## src/rtl/srl_test_pkg.sv

```systemverilog
// Shared types and constants for the SRL init/pattern checker: FSM states,
// the data LFSR definition and the supported lane count.
package srl_test_pkg;

  typedef enum logic [1:0] {
    IDLE,
    INIT_CHK,
    PAT_CHK,
    DONE
  } state_t;

  localparam logic [7:0] LFSR_SEED = 8'h01;
  // Taps for x^8+x^6+x^5+x^4+1 on a left-shifting Fibonacci register
  localparam logic [7:0] LFSR_TAPS = 8'hB8;
  localparam int         MAX_LANES = 8;

  function automatic logic [7:0] lfsr_next(input logic [7:0] cur);
    return {cur[6:0], ^(cur & LFSR_TAPS)};
  endfunction

endpackage

```

## src/rtl/srl_test_lfsr8.sv

```systemverilog
// 8-bit Fibonacci LFSR that only advances when enabled; reset reloads the seed.
module srl_test_lfsr8
  import srl_test_pkg::*;
(
  input  logic       clk,
  input  logic       rst,
  input  logic       en,
  output logic [7:0] state
);

  always_ff @(posedge clk) begin
    if (rst) begin
      state <= LFSR_SEED;
    end else if (en) begin
      state <= lfsr_next(state);
    end
  end

endmodule

```

## config.mk

```make
export PLATFORM = sky130hd
export DESIGN_NAME = srl_test_lfsr8
export DESIGN_NICKNAME = d
export VERILOG_FILES = /design/src/rtl/srl_test_pkg.sv /design/src/rtl/srl_test_lfsr8.sv
export SDC_FILE = /design/constraint.sdc
export NUM_CORES = 1
export LEC_CHECK = 0
export CAP_MARGIN = 25
export CORE_AREA = 2 2 39 41
export CTS_CLUSTER_DIAMETER = 100
export CTS_CLUSTER_SIZE = 12
export DETAILED_ROUTE_END_ITERATION = 10
export DIE_AREA = 0 0 41 43
export PLACE_DENSITY = 0.55
export SLEW_MARGIN = 5
export SYNTH_ARGS = -nofsm -noshare
export SYNTH_HDL_FRONTEND = slang
export SYNTH_SLANG_ARGS = --single-unit
```

## constraint.sdc

```tcl
create_clock -name clk -period 1.15 [get_ports clk]
set_input_delay 0.1725 -clock clk [delete_from_list [all_inputs] [get_ports clk]]
set_output_delay 0.1725 -clock clk [all_outputs]
set_load 0.02 [all_outputs]
```

==> metrics.md <==
| Metric | Value |
|---|---|
| CP max stage cell | `dfxtp_1` |
| Vias in the first global route | `~240` |
| Crit-path leading delay family | `flip-flops` |
| Unrepaired setup endpoints after global routing | `no` |
| Antenna diode count | `0` |
| Worst slack, placed | `-0.02987 ns` |
| Dpl cell area | `about 460 um2` |
| PortBufs | `10` |
| Post-Synthesis Cells | `30` |
| Drt pass-1 iters | `3` |
| Max reg flops | `8` |
| Max FO, Critical Path | `3` |
| Actual slew at the worst max-slew pin | `between 0.3 and 0.4 ns` |
| Final nets | `between 50 and 60` |
| Clock Skews | `about 0.0037 ns` |
| Max Clk Rate | `roughly 920 MHz` |
| Reg2Reg Depth | `4` |
| Post-layout min period | `about 1.1 ns` |
| # rows | `14` |
| Hold Path Depth | `2` |
| Biggest regs | `state (8)` |
| Initial antenna violation count | `0` |
| Avg Inst Size Synth | `10.22 um2` |
| Leak | `~0.24 nW` |
| Final wirelength | `roughly 530 um` |
| Die area | `roughly 0.0018 mm2` |
| Hold WC Path Type | `reg -> reg` |
| Worst-path clk slew | `roughly 0.050 ns` |
| Non-filler cells in the finished layout | `between 60 and 70` |
| Reg2Reg Setup Slack | `~0.20 ns` |
| DR WL/cell | `roughly 8.5 um` |
| Die Ht | `between 40 and 50 um` |
| Rel. slew slack | `0.7922` |
| Reg with most FFs | `state` |
| Yosys Warn Count | `0` |
| Vias/cell | `about 3.9` |
| Num CTS Buffers | `3` |
| Endpoint class of the critical path | `output pin` |
| Fillers | `between 100 and 150` |
| Dpl cells | `60` |
| CTS sink cnt | `8` |
| ANT nets after route | `0` |
| H-tree depth | `1` |
| Overall global routing resource usage | `0.08384` |
| Final Hold Vio Count | `0` |
| Io pins | `11` |
| Max_cap viols | `0` |
| Starting Density | `0.2215` |
| Critical path arrival | `~0.9 ns` |
| First-pass GRT wire length | `972 um` |
| Final Max Slew Viols | `0` |
| Crit path buffers/inverters | `1` |
| Final Cycle Share | `0.9491` |
| Design Area, Final | `~480 um2` |
| Fraction of layout cells with a size suffix above 1 | `0.1915` |
| Clk buf depth | `2` |
| Via Count | `approximately 240` |
| Post-synthesis cell area | `between 300 and 400 um2` |
| Worst setup SP type | `register` |
| Yosys reg bits | `8` |
| Later-pin clock latency in the skew report | `approximately 0.24 ns` |
| Sequential area share after synthesis | `0.5224` |
| Root buf cell | `clkbuf_4` |
| GRT overflow | `0` |
| First DRT Iteration DRCs | `3` |
| Crit-path max cell delay | `roughly 0.34 ns` |
| CTS tree | `yes` |
| Pin count of the biggest net entering global routing | `10` |
| Post-Synthesis Net Count | `33` |
| Path length in cells of the critical path | `1` |
| P&R area growth vs syn | `56.33%` |
| Setup violation total in the final timing report | `0` |
| Post-layout util | `0.3463` |
| P per Cell Area | `around 1200 mW/mm2` |
| Placer Congestion | `around 0.64` |
| Setup_tns | `0 ns` |
| Worst Path Required | `approximately 0.98 ns` |
| Residual DRC | `0` |
| Final WS setup | `approximately 0.06 ns` |
| Worst ir drop on vdd | `slightly below 500 uV` |
| Distinct cells, synth | `9` |
| CP Cell Sequence | `dlygate4sd2_1` |
| Die X | `a little over 40 um` |
| Core Footprint | `around 0.0014 mm2` |
| Kind of critical path | `reg -> out` |
| Status | `completed` |
-- placed cells by master (no fill, tap or decap), drive strengths merged --
| master | Yosys | final |
|---|---|---|
| a31oi | 1 | 1 |
| buf | 2 | 6 |
| clkbuf | 0 | 3 |
| clkdlybuf4s15 | 0 | 3 |
| clkdlybuf4s50 | 0 | 2 |
| dfxtp | 8 | 8 |
| dlygate4sd2 | 0 | 5 |
| inv | 1 | 1 |
| mux2i | 7 | 7 |
| nor2 | 7 | 7 |
| nor3 | 1 | 1 |
| xnor2 | 3 | 3 |
-- synth_stat cells --
master	number	area (um2)
inv_1	1	3.750
buf_1	1	3.750
buf_2	1	5.000
dfxtp_1	8	160.2
mux2i_1	7	70.07
a31oi_1	1	6.260
xnor2_1	3	26.28
nor3_1	1	5.000
nor2_1	7	26.28
-- layout make-up --
type | count | area, um2 | area share
timing repair buffer | 16 | 138.9 | 0.2898
sequential | 8 | 160.2 | 0.3342
multi-input combinational | 19 | 133.9 | 0.2794
inverter | 1 | 3.754 | 0.007833
clock buffer | 3 | 22.52 | 0.04700
tap | 16 | 20.02 | 0.04178
-- cells by family (layout without fill, tap and decap cells) --
logic type / count (synthesis) / after routing / synth area share
compound gates: 1 / 1 / 0.02042
xor+xnor: 3 / 3 / 0.08573
buf+inv: 3 / 20 / 0.04078
flops: 8 / 8 / 0.5224
mux: 7 / 7 / 0.2286
simple gates: 8 / 8 / 0.1020
-- power by group --
group          switching [W]   total, W  internal [W]
registers         0.00000589   0.000292      0.000286
clock network      0.0000845   0.000203      0.000119
logic              0.0000319  0.0000650     0.0000331
-- layer usage --
metal  GRT usage  part of all wire  up-vias
met2      0.1000              0.42        4
met5           0                 0        -
met4     0.08000                 0        0
met1      0.1180              0.53      105
li1            -                 -      134
met3     0.01571             0.045        0
-- what timing repair did --
action	in CTS	in global routing
setup endpoints to repair	8	3
resized for setup	8	3
setup buffers	0	0
pin swaps	0	0
hold buffers	0	0
-- worst min-delay path, delay by kind of cell, from the launching register on --
kind	cells	cell delay (ns)
DFF	1	0.34
and+or+nand+nor	1	0.07
muxes	1	0.07
-- path summary, 6_finish.rpt --
kind / startpoint / to
setup / recovery: state[6] / state[6]
hold / removal: state[6] / state[6]
setup reg to reg: state[3] / state[0]
hold reg to reg: state[6] / state[6]
-- metrics by stage --
step	hold WS (ns)	total power [W]
floorplan	0.4686	0.0003355
global placement	0.5103	0.0003680
detailed placement	0.5160	0.0003685
CTS	0.5248	0.0005708
global route	0.5516	0.0006039
finish	0.5174	0.0005605
Note: power is estimated with default switching activity, not from simulation.
